**src/rtl/mips_lite_pkg.sv**
```systemverilog
`default_nettype none
// ============================================================================
// Module   : mips_lite_pkg
// Purpose  : Shared widths, ALU op encodings and the ID/EX bundle type.
// Revision : 1.0 - initial release
// ============================================================================
package mips_lite_pkg;

  localparam int DATA_W_DFLT = 32;
  localparam int RA_W_DFLT   = 5;

  // {binvert, sel[1:0]} as seen by the 1-bit ALU slice array
  localparam logic [2:0] ALU_AND = 3'b000;
  localparam logic [2:0] ALU_OR  = 3'b001;
  localparam logic [2:0] ALU_ADD = 3'b010;
  localparam logic [2:0] ALU_SUB = 3'b110;
  localparam logic [2:0] ALU_SLT = 3'b111;

  typedef struct packed {
    logic                   valid;
    logic [2:0]             alu_op;
    logic                   use_imm;
    logic [RA_W_DFLT-1:0]   rs_addr;
    logic [RA_W_DFLT-1:0]   rt_addr;
    logic [RA_W_DFLT-1:0]   dst_addr;
    logic                   reg_write;
    logic                   mem_read;
    logic                   mem_write;
    logic [DATA_W_DFLT-1:0] rs_data;
    logic [DATA_W_DFLT-1:0] rt_data;
    logic [DATA_W_DFLT-1:0] imm;
  } idex_t;

  function automatic logic is_known_alu_op(input logic [2:0] op);
    return op inside {ALU_AND, ALU_OR, ALU_ADD, ALU_SUB, ALU_SLT};
  endfunction

endpackage
`default_nettype wire

```
**src/rtl/ex_fwd_mux.sv**
```systemverilog
`default_nettype none
// ============================================================================
// Module   : ex_fwd_mux
// Purpose  : Source-operand selector; EX/MEM result beats MEM/WB, r0 never hits.
// Revision : 1.0 - initial release
// ============================================================================
module ex_fwd_mux
  import mips_lite_pkg::*;
#(
  parameter int DATA_W = DATA_W_DFLT,
  parameter int RA_W   = RA_W_DFLT,
  parameter bit FWD_EN = 1'b1
) (
  input  logic [RA_W-1:0]   i_src_addr,
  input  logic [DATA_W-1:0] i_src_data,
  input  logic              i_mem_reg_write,
  input  logic [RA_W-1:0]   i_mem_dst_addr,
  input  logic [DATA_W-1:0] i_mem_result,
  input  logic              i_wb_reg_write,
  input  logic [RA_W-1:0]   i_wb_dst_addr,
  input  logic [DATA_W-1:0] i_wb_result,
  output logic [DATA_W-1:0] o_data
);

  logic w_mem_hit;
  logic w_wb_hit;

  assign w_mem_hit = i_mem_reg_write && (i_mem_dst_addr != '0) && (i_mem_dst_addr == i_src_addr);
  assign w_wb_hit  = i_wb_reg_write  && (i_wb_dst_addr  != '0) && (i_wb_dst_addr  == i_src_addr);

  always_comb begin
    o_data = i_src_data;
    if (FWD_EN) begin
      if (w_mem_hit) begin
        o_data = i_mem_result;
      end else if (w_wb_hit) begin
        o_data = i_wb_result;
      end
    end
  end

endmodule
`default_nettype wire

```
**src/rtl/ex_operand_stage.sv**
```systemverilog
`default_nettype none
// ============================================================================
// Module   : ex_operand_stage
// Purpose  : ID/EX register, operand forwarding and stall/bubble control.
//            Define EX_FORWARDING_EN to enable forwarding; otherwise any RAW
//            hazard on EX or MEM stalls ID.
// Revision : 1.0 - initial release
// ============================================================================
module ex_operand_stage
  import mips_lite_pkg::*;
#(
  parameter int DATA_W = DATA_W_DFLT,
  parameter int RA_W   = RA_W_DFLT
) (
  input  logic              clk,
  input  logic              rst_n,
  input  logic              id_valid,
  input  logic [2:0]        id_alu_op,
  input  logic              id_use_imm,
  input  logic [RA_W-1:0]   id_rs_addr,
  input  logic [RA_W-1:0]   id_rt_addr,
  input  logic [RA_W-1:0]   id_dst_addr,
  input  logic              id_reg_write,
  input  logic              id_mem_read,
  input  logic              id_mem_write,
  input  logic [DATA_W-1:0] id_rs_data,
  input  logic [DATA_W-1:0] id_rt_data,
  input  logic [DATA_W-1:0] id_imm,
  input  logic              flush,
  input  logic              mem_reg_write,
  input  logic [RA_W-1:0]   mem_dst_addr,
  input  logic [DATA_W-1:0] mem_result,
  input  logic              wb_reg_write,
  input  logic [RA_W-1:0]   wb_dst_addr,
  input  logic [DATA_W-1:0] wb_result,
  output logic              stall_id,
  output logic              ex_valid,
  output logic [DATA_W-1:0] ex_a,
  output logic [DATA_W-1:0] ex_b,
  output logic [DATA_W-1:0] ex_store_data,
  output logic              ex_binvert,
  output logic [1:0]        ex_sel,
  output logic [RA_W-1:0]   ex_dst_addr,
  output logic              ex_reg_write,
  output logic              ex_mem_read,
  output logic              ex_mem_write
);

`ifdef EX_FORWARDING_EN
  localparam bit FWD_EN = 1'b1;
`else
  localparam bit FWD_EN = 1'b0;
`endif

  idex_t             r_ex;
  idex_t             w_ex_next;
  logic              w_rt_used;
  logic              w_ex_hit;
  logic              w_mem_hit;
  logic              w_hazard;
  logic              w_load;
  logic [DATA_W-1:0] w_rs_fwd;
  logic [DATA_W-1:0] w_rt_fwd;

  // rt is only a true source for R-type ops and for stores (store data)
  assign w_rt_used = !id_use_imm || id_mem_write;
  assign w_ex_hit  = (r_ex.dst_addr != '0) &&
                     ((r_ex.dst_addr == id_rs_addr) || (w_rt_used && (r_ex.dst_addr == id_rt_addr)));
  assign w_mem_hit = (mem_dst_addr != '0) &&
                     ((mem_dst_addr == id_rs_addr) || (w_rt_used && (mem_dst_addr == id_rt_addr)));

  always_comb begin
    w_hazard = 1'b0;
    if (FWD_EN) begin
      w_hazard = r_ex.valid && r_ex.mem_read && w_ex_hit;
    end else begin
      w_hazard = (r_ex.valid && r_ex.reg_write && w_ex_hit) || (mem_reg_write && w_mem_hit);
    end
  end

  assign stall_id = id_valid && !flush && w_hazard;
  assign w_load   = id_valid && !flush && !w_hazard;

  always_comb begin
    w_ex_next        = '0;
    w_ex_next.alu_op = ALU_AND;
    if (w_load) begin
      w_ex_next.valid     = 1'b1;
      w_ex_next.alu_op    = id_alu_op;
      w_ex_next.use_imm   = id_use_imm;
      w_ex_next.rs_addr   = id_rs_addr;
      w_ex_next.rt_addr   = id_rt_addr;
      w_ex_next.dst_addr  = id_dst_addr;
      w_ex_next.reg_write = id_reg_write;
      w_ex_next.mem_read  = id_mem_read;
      w_ex_next.mem_write = id_mem_write;
      w_ex_next.rs_data   = id_rs_data;
      w_ex_next.rt_data   = id_rt_data;
      w_ex_next.imm       = id_imm;
    end
  end

  always_ff @(posedge clk or negedge rst_n) begin
    if (!rst_n) begin
      r_ex <= '0;
    end else begin
      r_ex <= w_ex_next;
    end
  end

  ex_fwd_mux #(.DATA_W(DATA_W), .RA_W(RA_W), .FWD_EN(FWD_EN)) u_fwd_rs (
    .i_src_addr      (r_ex.rs_addr),
    .i_src_data      (r_ex.rs_data),
    .i_mem_reg_write (mem_reg_write),
    .i_mem_dst_addr  (mem_dst_addr),
    .i_mem_result    (mem_result),
    .i_wb_reg_write  (wb_reg_write),
    .i_wb_dst_addr   (wb_dst_addr),
    .i_wb_result     (wb_result),
    .o_data          (w_rs_fwd)
  );

  ex_fwd_mux #(.DATA_W(DATA_W), .RA_W(RA_W), .FWD_EN(FWD_EN)) u_fwd_rt (
    .i_src_addr      (r_ex.rt_addr),
    .i_src_data      (r_ex.rt_data),
    .i_mem_reg_write (mem_reg_write),
    .i_mem_dst_addr  (mem_dst_addr),
    .i_mem_result    (mem_result),
    .i_wb_reg_write  (wb_reg_write),
    .i_wb_dst_addr   (wb_dst_addr),
    .i_wb_result     (wb_result),
    .o_data          (w_rt_fwd)
  );

  assign ex_valid      = r_ex.valid;
  assign ex_a          = w_rs_fwd;
  assign ex_b          = r_ex.use_imm ? r_ex.imm : w_rt_fwd;
  assign ex_store_data = w_rt_fwd;
  assign ex_binvert    = r_ex.alu_op[2];
  assign ex_sel        = r_ex.alu_op[1:0];
  assign ex_dst_addr   = r_ex.dst_addr;
  assign ex_reg_write  = r_ex.reg_write;
  assign ex_mem_read   = r_ex.mem_read;
  assign ex_mem_write  = r_ex.mem_write;

endmodule
`default_nettype wire

```
**config.mk**
```make
export PLATFORM = sky130hd
export DESIGN_NAME = ex_operand_stage
export DESIGN_NICKNAME = d
export VERILOG_FILES = /design/src/rtl/mips_lite_pkg.sv /design/src/rtl/ex_fwd_mux.sv /design/src/rtl/ex_operand_stage.sv
export SDC_FILE = /design/constraint.sdc
export NUM_CORES = 1
export LEC_CHECK = 0
export BUFFER_PORTS_ARGS = -buffer_cell sky130_fd_sc_hd__buf_2
export CORE_AREA = 2 2 119 121
export CTS_BUF_LIST = sky130_fd_sc_hd__clkbuf_16
export CTS_CLUSTER_SIZE = 8
export DETAILED_ROUTE_END_ITERATION = 16
export DIE_AREA = 0 0 121 123
export MAX_ROUTING_LAYER = met4
export PLACE_DENSITY = 0.68
export SETUP_SLACK_MARGIN = 0.05
export SYNTH_ARGS = -nofsm -noshare
export SYNTH_HDL_FRONTEND = slang
export SYNTH_SLANG_ARGS = --single-unit
```
**constraint.sdc**
```tcl
create_clock -name clk -period 2.2 [get_ports clk]
set_input_delay 0.33 -clock clk [delete_from_list [all_inputs] [get_ports clk]]
set_output_delay 0.33 -clock clk [all_outputs]
set_load 0.05 [all_outputs]
```
==> flow_metrics.tcl, run 1 <==
set metrics [dict create \
    io_buffers 236 \
    tritoncts "done" \
    final_nets 741 \
    dp_hpwl_mm 7.33 \
    ant_nets 0 \
    cp_slowest_cell "dfrtp_1" \
    worstPathMaxFanout 3 \
    irDropWorstVdd_mv 0.429 \
    cts_buffer_depth 2 \
    final_layout_size_suffix_gt1_frac 0.651 \
    rr_startpoint "ex_dst_addr[4]" \
    rsz0062_at_grt "yes" \
    seq_area_frac_synth 0.582 \
    cellLeakagePower_nw 3.39 \
    cp.arrival_ns 1.89 \
    cellPowerDensity_nw_per_um2 758 \
    dp_cells 708 \
    slew_violations 0 \
    crit_family "compound AO/OA/AOI/OAI gates" \
    numCtsBuffers 9 \
    power.switching_mw 1.27 \
    layout_common_cells "buf_2 (234), dfrtp_1 (109), and2_4 (56)" \
    fp.dieArea_sq_um 14900 \
    cpPeakStageDelay_ns 0.41 \
    grt_overflow 0 \
    status "complete, but fails checks" \
    p_seq_frac 0.457 \
    drc 0 \
    ios 307 \
    core_sq_um 13600 \
    hold_buffers 0 \
    worstReg2RegEnd "r_ex[49]" \
    fin_ws_ns -0.0215 \
    die_width_um 121 \
    synthCells 372 \
    power_mw 4.64 \
    period_minus_slack_ns 2.22 \
    grt_start_max_net_pins 110 \
    syn_nets 570 \
    clk_pin_slew_ns 0.07 \
    hold_viol 0 \
    vias 3120 \
    p_sw_frac 0.273 \
    die_h_um 123 \
    synth_area_sq_um 4680 \
    ys_types 24 \
    max_slew_margin 0.604 \
    worst_slew_pin_slew_ns 0.595 \
    startpoint_type "flop" \
    areaGrowthSynthToFinish_pct 30.7 \
    firstDrtPassIters 4 \
    drt_iter0_drc 108 \
    finalSetupViolations 1 \
    preCtsSetupSlack_ns 0.0688 \
    grt_pass1_vias 3190 \
    r2r_slack_ns 0.10 \
    violations "setup timing" \
    finClkSkew_ns 0.00944 \
    path_buf_inv 1 \
    synth_top_cell_area_share 0.582 \
    wl_per_cell_um 14.0 \
    cts-root-buf "clkbuf_16" \
    min_period_over_period 1.01 \
    max_freq_mhz 450 \
    path_class "flop to primary output" \
    cap_violations 0 \
    grtUsageTotal 0.139 \
    final_cells 728 \
    place.gp.congestion 0.840 \
    cts_max_level 3 \
    ff2ff_path_depth 10 \
    crit_required_ns 1.87 \
    routed_wl_mm 10.2 \
    routed_via_density 4.29 \
    power.internal_mw 3.37 \
    endpoint_kind "primary output" \
    ys_ff_latch 109 \
    path_cells "or3_4 > o311a_4 > a22oi_2 > nor2_2 > buf_6" \
    clk_latency_ns 0.35 \
    syn_avg_cell_area_sq_um 12.6 \
    clock-sinks 109 \
    yosys_warnings 0 \
    power_frac_clock 0.367 \
    num_rows 43 \
    min-delay-path-class "input port to asynchronous set/reset pin" \
    synth_area_leaders "dfrtp_1 (58%), and2_1 (14%), buf_4 (11%)" \
    yosysTopAreaCell "dfrtp_1" \
    layout_commonest_cell "buf_2" \
    initial_core_util 0.344 \
    antenna_found_initial 1 \
    grt_pass1_wl_mm 15.4 \
    pwr-share-comb 0.177 \
]
==> what timing repair did <==
item                                    CTS  global route
endpoints found under the setup margin    1             1
endpoints found under the hold margin     0             0
pin swaps                                 2            54
gates resized for setup                   5            62
setup buffers                             3             1
==> layout make-up <==
| type | instances | area [sq um] |
|---|---|---|
| timing repair buffer | 246 | 1330 |
| antenna | 1 | 2.50 |
| multi-input combinational | 177 | 1530 |
| sequential | 109 | 2730 |
| tap | 180 | 225 |
| clock buffer | 9 | 225 |
| clock inverter | 6 | 87.6 |
| fill | 1273 | 7490 |
==> layer usage <==
metal | GRT usage | routed length, um | vias to the layer above
met1 | 0.155 | 3850 | 1489
met5 | - | 0 | -
met2 | 0.225 | 5100 | 164
met3 | 0.0420 | 954 | 23
li1 | - | - | 1444
met4 | 0.0778 | 308 | 0
==> cells in the mapped netlist (all sizes together) <==
cell type	count
mux2	32
clkbuf	9
nor2	1
o311a	1
or4	1
nor2b	1
dfrtp	109
and2	108
a22oi	1
o32ai	2
xnor2	18
buf	77
nand2	2
nand2b	1
a221oi	1
o21a	1
nand4	2
or3	1
nand3	2
xor2	2
==> registers in the layout, summed over array words and instances (netlist names) <==
register,cells
ex_mem_write,1
ex_valid,1
r_ex,97
ex_binvert,1
ex_dst_addr,5
ex_mem_read,1
ex_reg_write,1
ex_sel,2
==> worst max path at each step <==
stage | slack, ns | to | from | depth (start not counted)
6_report | -0.02 | stall_id | ex_dst_addr[4] | 5
5_1_grt | -0.1 | stall_id | ex_dst_addr[4] | 5
4_1_cts | 0.01 | stall_id | ex_dst_addr[4] | 5
3_5_place_dp | 0.07 | r_ex[85] | mem_dst_addr[1] | 6
3_3_place_gp | 0.09 | r_ex[85] | mem_dst_addr[1] | 6
2_1_floorplan | 0.20 | stall_id | ex_dst_addr[3] | 5
==> cells by family (layout without fill, tap and decap cells) <==
logic type / Yosys count / count (layout) / share of synthesized area
buffers and inverters: 86 / 261 / 0.131
muxes: 32 / 32 / 0.0769
AOI/OAI and AO/OA: 6 / 6 / 0.0147
other: 0 / 1 / 0
DFF: 109 / 109 / 0.582
xor gates and xnor gates: 20 / 20 / 0.0374
and+or+nand+nor: 119 / 119 / 0.157
==> through the flow <==
step            util  TNS, ns  hold slack, ns  area, sq um
6_report       0.450  -0.0215          0.0146         6120
5_1_grt        0.450  -0.0976          0.0438         6120
4_1_cts        0.436        0          0.0654         5940
3_5_place_dp   0.410        0           0.452         5570
3_3_place_gp   0.410        0           0.443         5570
2_1_floorplan      -        0          0.0344         4690
==> power by group through the flow <==
stage               Sequential [mW]  Combinational [mW]  Clock [mW]
floorplan                      2.16               0.557           0
global placement               2.15               0.760           0
detailed placement             2.16               0.771           0
CTS                            2.12               0.781        1.77
global route                   2.13               0.874        1.85
finish                         2.12               0.820        1.70
Power figures use the tool's default switching activity.
==> inputs of run 2 (changes only) <==
--- a/config.mk
+++ b/config.mk
@@ -7,7 +7,7 @@
 export LEC_CHECK = 0
 export BUFFER_PORTS_ARGS = -buffer_cell sky130_fd_sc_hd__buf_2
 export CORE_AREA = 2 2 119 121
-export CTS_BUF_LIST = sky130_fd_sc_hd__clkbuf_16
+export CTS_BUF_LIST = sky130_fd_sc_hd__clkbuf_4 sky130_fd_sc_hd__clkbuf_8 sky130_fd_sc_hd__clkbuf_16
 export CTS_CLUSTER_SIZE = 8
 export DETAILED_ROUTE_END_ITERATION = 16
 export DIE_AREA = 0 0 121 123
==> flow_metrics.tcl, run 2 (synthesis gave the netlist of run 1 again) <==
set metrics [dict create \
    slew_violations 0 \
    finClkSkew_ns 0.00756 \
    final_nets 741 \
    worstReg2RegEnd "r_ex[49]" \
    die_width_um 121 \
    hold_viol 0 \
    fin_hold_ws_ns 0.0151 \
    drc 0 \
    irDropWorstVdd_mv 0.428 \
    grt_start_max_net_pins 110 \
    path_cells "or3_4 > o311a_4 > a22oi_2 > nor2_2 > buf_6" \
    critPathLaunch "ex_dst_addr[4]" \
    min-delay-path-class "input port to asynchronous set/reset pin" \
    fp.dieArea_sq_um 14900 \
    utilization 0.450 \
    fin_ws_ns -0.0179 \
    endpoint "stall_id" \
    max_slew_margin 0.607 \
    areaGrowthSynthToFinish_pct 30.9 \
    top_register "r_ex" \
    cts-root-buf "clkbuf_16" \
    worstPathMaxFanout 3 \
    status "complete, but fails checks" \
    power.switching_mw 1.26 \
    stdcell_area_sq_um 6130 \
    layout_commonest_cell "buf_2" \
    dp_hpwl_mm 7.33 \
    cp_slowest_cell "dfrtp_1" \
    regArea_sq_um 2730 \
    cellPowerDensity_nw_per_um2 762 \
    core_sq_um 13600 \
    io_buffers 236 \
    ant_nets 0 \
    place.gp.congestion 0.840 \
    rr_startpoint "ex_dst_addr[4]" \
    path_class "flop to primary output" \
    drt_iter0_drc 108 \
    final_layout_size_suffix_gt1_frac 0.651 \
    cp.arrival_ns 1.89 \
    violations "setup timing" \
    initial_core_util 0.344 \
    layout_common_cells "buf_2 (234), dfrtp_1 (109), and2_4 (55)" \
    finalSetupViolations 1 \
    vias 3120 \
    num_rows 43 \
    power_frac_clock 0.371 \
    r2r_slack_ns 0.10 \
    cts_max_level 3 \
    numCtsBuffers 9 \
    cellLeakagePower_nw 3.40 \
    largest_register_ffs 97 \
    multi_input_area_sq_um 1520 \
    wl_per_cell_um 14.0 \
    tritoncts "done" \
    antenna_found_initial 1 \
    ff2ff_path_depth 10 \
    clk_latency_ns 0.35 \
    p_seq_frac 0.454 \
    max_freq_mhz 451 \
    grt_overflow 0 \
    grt_pass1_wl_mm 15.4 \
    worst_slew_pin_slew_ns 0.589 \
    ios 307 \
    cp_num_cells 5 \
    clock-sinks 109 \
    pwr-share-comb 0.175 \
    firstDrtPassIters 4 \
    min_period_over_period 1.01 \
    cap_violations 0 \
    crit_family "compound AO/OA/AOI/OAI gates" \
    path_buf_inv 1 \
    cpPeakStageDelay_ns 0.41 \
    crit_required_ns 1.87 \
    routed_wl_mm 10.2 \
    endpoint_kind "primary output" \
    p_sw_frac 0.271 \
    hold_buffers 0 \
    period_minus_slack_ns 2.22 \
    cts_buffer_depth 2 \
    die_h_um 123 \
    rsz0062_at_grt "yes" \
    routed_via_density 4.29 \
    power.internal_mw 3.40 \
    placed_cell_area_sq_um 5570 \
    grt_pass1_vias 3192 \
    grtUsageTotal 0.139 \
    clk_pin_slew_ns 0.07 \
    startpoint_type "flop" \
    n_fill_cell 1272 \
]
run 2: cell types whose count changed in the layout (fill, tap and decap cells not counted), sizes merged:
cell,change
clkinv,-1
clkbuf,+1
run 2: final cells by class:
class | instances | share of cell area
clock inverters | 5 | 0.0137
repair buffers | 246 | 0.216
well taps | 180 | 0.0367
multi-input cells | 177 | 0.249
diodes | 1 | 0.000408
flip-flops and latches | 109 | 0.445
clock buffers | 10 | 0.0390
run 2: through the flow:
| step | cells | setup TNS (ns) | power [mW] | setup WS [ns] |
|---|---|---|---|---|
| floorplan | 372 | 0 | 2.72 | 0.196 |
| global placement | 708 | 0 | 2.91 | 0.0936 |
| detailed placement | 708 | 0 | 2.93 | 0.0688 |
| CTS | 726 | 0 | 4.71 | 0.0109 |
| global route | 728 | -0.0979 | 4.88 | -0.0979 |
| finish | 728 | -0.0179 | 4.67 | -0.0179 |
run 2: power by group through the flow:
stage	logic (mW)	clock network (mW)	registers, mW
2_1_floorplan	0.557	0	2.16
3_3_place_gp	0.760	0	2.15
3_5_place_dp	0.771	0	2.16
4_1_cts	0.781	1.81	2.12
5_1_grt	0.873	1.88	2.13
6_report	0.819	1.73	2.12
run 2: repair_timing:
item                                    CTS  global route
gates resized for setup                   5            61
endpoints found under the setup margin    1             1
setup buffers                             3             1
gates cloned                              0             0
pin swaps                                 2            53
run 2: worst reg2reg max path: cells and delay by family, from the launching register on:
| kind | cells | cell delay, ns |
|---|---|---|
| flops | 1 | 0.41 |
| simple gates | 2 | 0.33 |
| buf+inv | 5 | 0.78 |
| xor+xnor | 1 | 0.12 |
| compound gates | 2 | 0.42 |
run 2: worst min path at each step:
stage | startpoint | end | slack, ns | cells after the start
finish | rst_n | r_ex[74] | 0.02 | 2
detailed placement | rst_n | r_ex[73] | 0.45 | 2
floorplan | rst_n | ex_binvert | 0.03 | 0
global route | rst_n | r_ex[74] | 0.04 | 2
CTS | rst_n | r_ex[86] | 0.07 | 2
global placement | rst_n | r_ex[73] | 0.44 | 2
run 2: routing by layer:
| metal | track usage | vias up | routed length, um |
|---|---|---|---|
| li1 | - | 1445 | - |
| met1 | 0.154 | 1484 | 3880 |
| met2 | 0.225 | 167 | 5060 |
| met3 | 0.0420 | 24 | 962 |
| met4 | 0.0778 | 0 | 308 |
| met5 | - | - | 0 |
==> inputs of run 3 (changes only) <==
==> config.mk (replaced) <==
export PLATFORM = sky130hd
export DESIGN_NAME = ex_operand_stage
export DESIGN_NICKNAME = d
export VERILOG_FILES = /design/src/rtl/mips_lite_pkg.sv /design/src/rtl/ex_fwd_mux.sv /design/src/rtl/ex_operand_stage.sv
export SDC_FILE = /design/constraint.sdc
export NUM_CORES = 1
export LEC_CHECK = 0
export BUFFER_PORTS_ARGS = -buffer_cell sky130_fd_sc_hd__buf_2
export CORE_AREA = 2 2 120 122
export CTS_BUF_LIST = sky130_fd_sc_hd__clkbuf_8
export CTS_CLUSTER_SIZE = 8
export DETAILED_ROUTE_END_ITERATION = 16
export DIE_AREA = 0 0 122 124
export MAX_ROUTING_LAYER = met4
export PLACE_DENSITY = 0.67
export SETUP_SLACK_MARGIN = 0.4
export SYNTH_ARGS = -nofsm -noshare
export SYNTH_HDL_FRONTEND = slang
export SYNTH_SLANG_ARGS = --single-unit
==> flow_metrics.tcl, run 3 (synthesis gave the netlist of run 1 again) <==
set metrics [dict create \
    status "complete, but fails checks" \
    violations "setup timing" \
    crit_required_ns 1.87 \
    num_rows 43 \
    stdcell_area_sq_um 7040 \
    layout_common_cells "buf_2 (202), dfrtp_1 (107), and2_4 (56)" \
    clk_latency_ns 0.37 \
    vias 3257 \
    wl_per_cell_um 17.3 \
    die_width_um 122 \
    core_sq_um 13700 \
    worstPathMaxFanout 2 \
    areaGrowthSynthToFinish_pct 50.3 \
    cellLeakagePower_nw 3.74 \
    die_h_um 124 \
    grt_pass1_wl_mm 18.3 \
    rsz0062_at_grt "yes" \
    grt_start_max_net_pins 62 \
    firstDrtPassIters 4 \
    dp_hpwl_mm 7.59 \
    cts-root-buf "clkbuf_8" \
    drc 0 \
    cellPowerDensity_nw_per_um2 610 \
    layout_commonest_cell "buf_2" \
    cpPeakStageDelay_ns 0.43 \
    worst_slew_pin_slew_ns 0.524 \
    cts_buffer_depth 2 \
    clock-sinks 109 \
    final_nets 769 \
    placed_cell_area_sq_um 5590 \
    numCtsBuffers 9 \
    fp.dieArea_sq_um 15100 \
    period_minus_slack_ns 2.24 \
    clk_pin_slew_ns 0.11 \
    cts_max_level 3 \
    critPathLaunch "ex_dst_addr[4]" \
    hold_viol 0 \
    path_cells "or3_1 > o311a_1 > a22oi_2 > nor2_4 > buf_8" \
    tritoncts "done" \
    hold_start "id_rt_data[21]" \
    initial_core_util 0.341 \
    irDropWorstVdd_mv 0.287 \
    slew_violations 0 \
    rr_startpoint "ex_dst_addr[4]" \
    finClkSkew_ns 0.00974 \
    finalSetupViolations 1 \
    routed_wl_mm 13.1 \
    ant_nets 0 \
    routed_via_density 4.30 \
    drt_iter0_drc 131 \
    preCtsSetupSlack_ns 0.0632 \
    final_layout_size_suffix_gt1_frac 0.668 \
    antenna_found_initial 3 \
    io_buffers 236 \
    largest_register_ffs 97 \
    place.gp.congestion 0.763 \
    fin_hold_ws_ns 0.156 \
    grt_overflow 0 \
    ios 307 \
    min_period_over_period 1.02 \
    max_slew_margin 0.651 \
    path_class "flop to primary output" \
    power_mw 4.29 \
    top_register "r_ex" \
    cp_slowest_cell "dfrtp_1" \
    endpoint_kind "primary output" \
    startpoint_type "flop" \
    fin_ws_ns -0.0387 \
    grtUsageTotal 0.170 \
    cp.arrival_ns 1.91 \
    max_freq_mhz 447 \
    grt_pass1_vias 3434 \
    cap_violations 0 \
    min-delay-path-class "input port to flop" \
]
-- run 3: cell types whose count changed in the layout (fill, tap and decap cells not counted), sizes merged --
cell,previous run,this run
buf,246,267
clkbuf,10,15
clkinv,0,5
bufinv,2,0
clkinvlp,2,1
diode,1,2
dlygate4sd3,0,1
-- run 3: critical path, delay by kind of cell (launching register included) --
family          cells  cell delay [ns]
compound gates      2             0.53
flops               1             0.43
buf+inv             1             0.15
simple gates        2             0.43
-- run 3: timing repair --
item	CTS	global route
gates resized for setup	178	32
endpoints found under the hold margin	8	0
pin swaps	5	12
endpoints found under the setup margin	142	142
cloned	10	6
buffers inserted	14	0
hold buffers	1	0
-- run 3: layout make-up --
type,instances,area [sq um]
Clock inverter,7,43.8
Fill cell,1195,6680
Antenna cell,2,5.00
Clock buffer,9,124
Sequential cell,109,2730
Multi-Input combinational cell,177,1650
Tap cell,180,225
Timing Repair Buffer,274,2260
-- run 3: final timing paths --
check	cells after the start	slack, ns	to
setup / recovery	5	-0.04	stall_id
setup reg to reg	8	0.01	r_ex[20]
hold reg to reg	6	1.22	r_ex[18]
min in group asynchronous	2	0.32	r_ex[45]
hold / removal	2	0.16	r_ex[53]
max in group asynchronous	3	1.10	r_ex[114]
-- run 3: per-stage QoR --
stage / std cells / util / setup TNS, ns
5_1_grt: 758 / 0.513 / -2.26
6_report: 758 / 0.513 / -0.0387
2_1_floorplan: 372 / - / 0
4_1_cts: 750 / 0.494 / -0.363
3_5_place_dp: 709 / 0.408 / 0
3_3_place_gp: 709 / 0.408 / 0
-- run 3: layer usage --
layer,track usage,wire (um)
met1,0.201,5530
met2,0.282,6590
met3,0.0371,820
met4,0.0682,179
met5,-,0
-- run 3: power breakdown --
group	leakage [nW]	switching (mW)	total (mW)	internal, mW
logic	2.19	0.601	1.08	0.481
registers	1.46	0.0330	2.12	2.08
clock network	0.0902	0.687	1.09	0.407
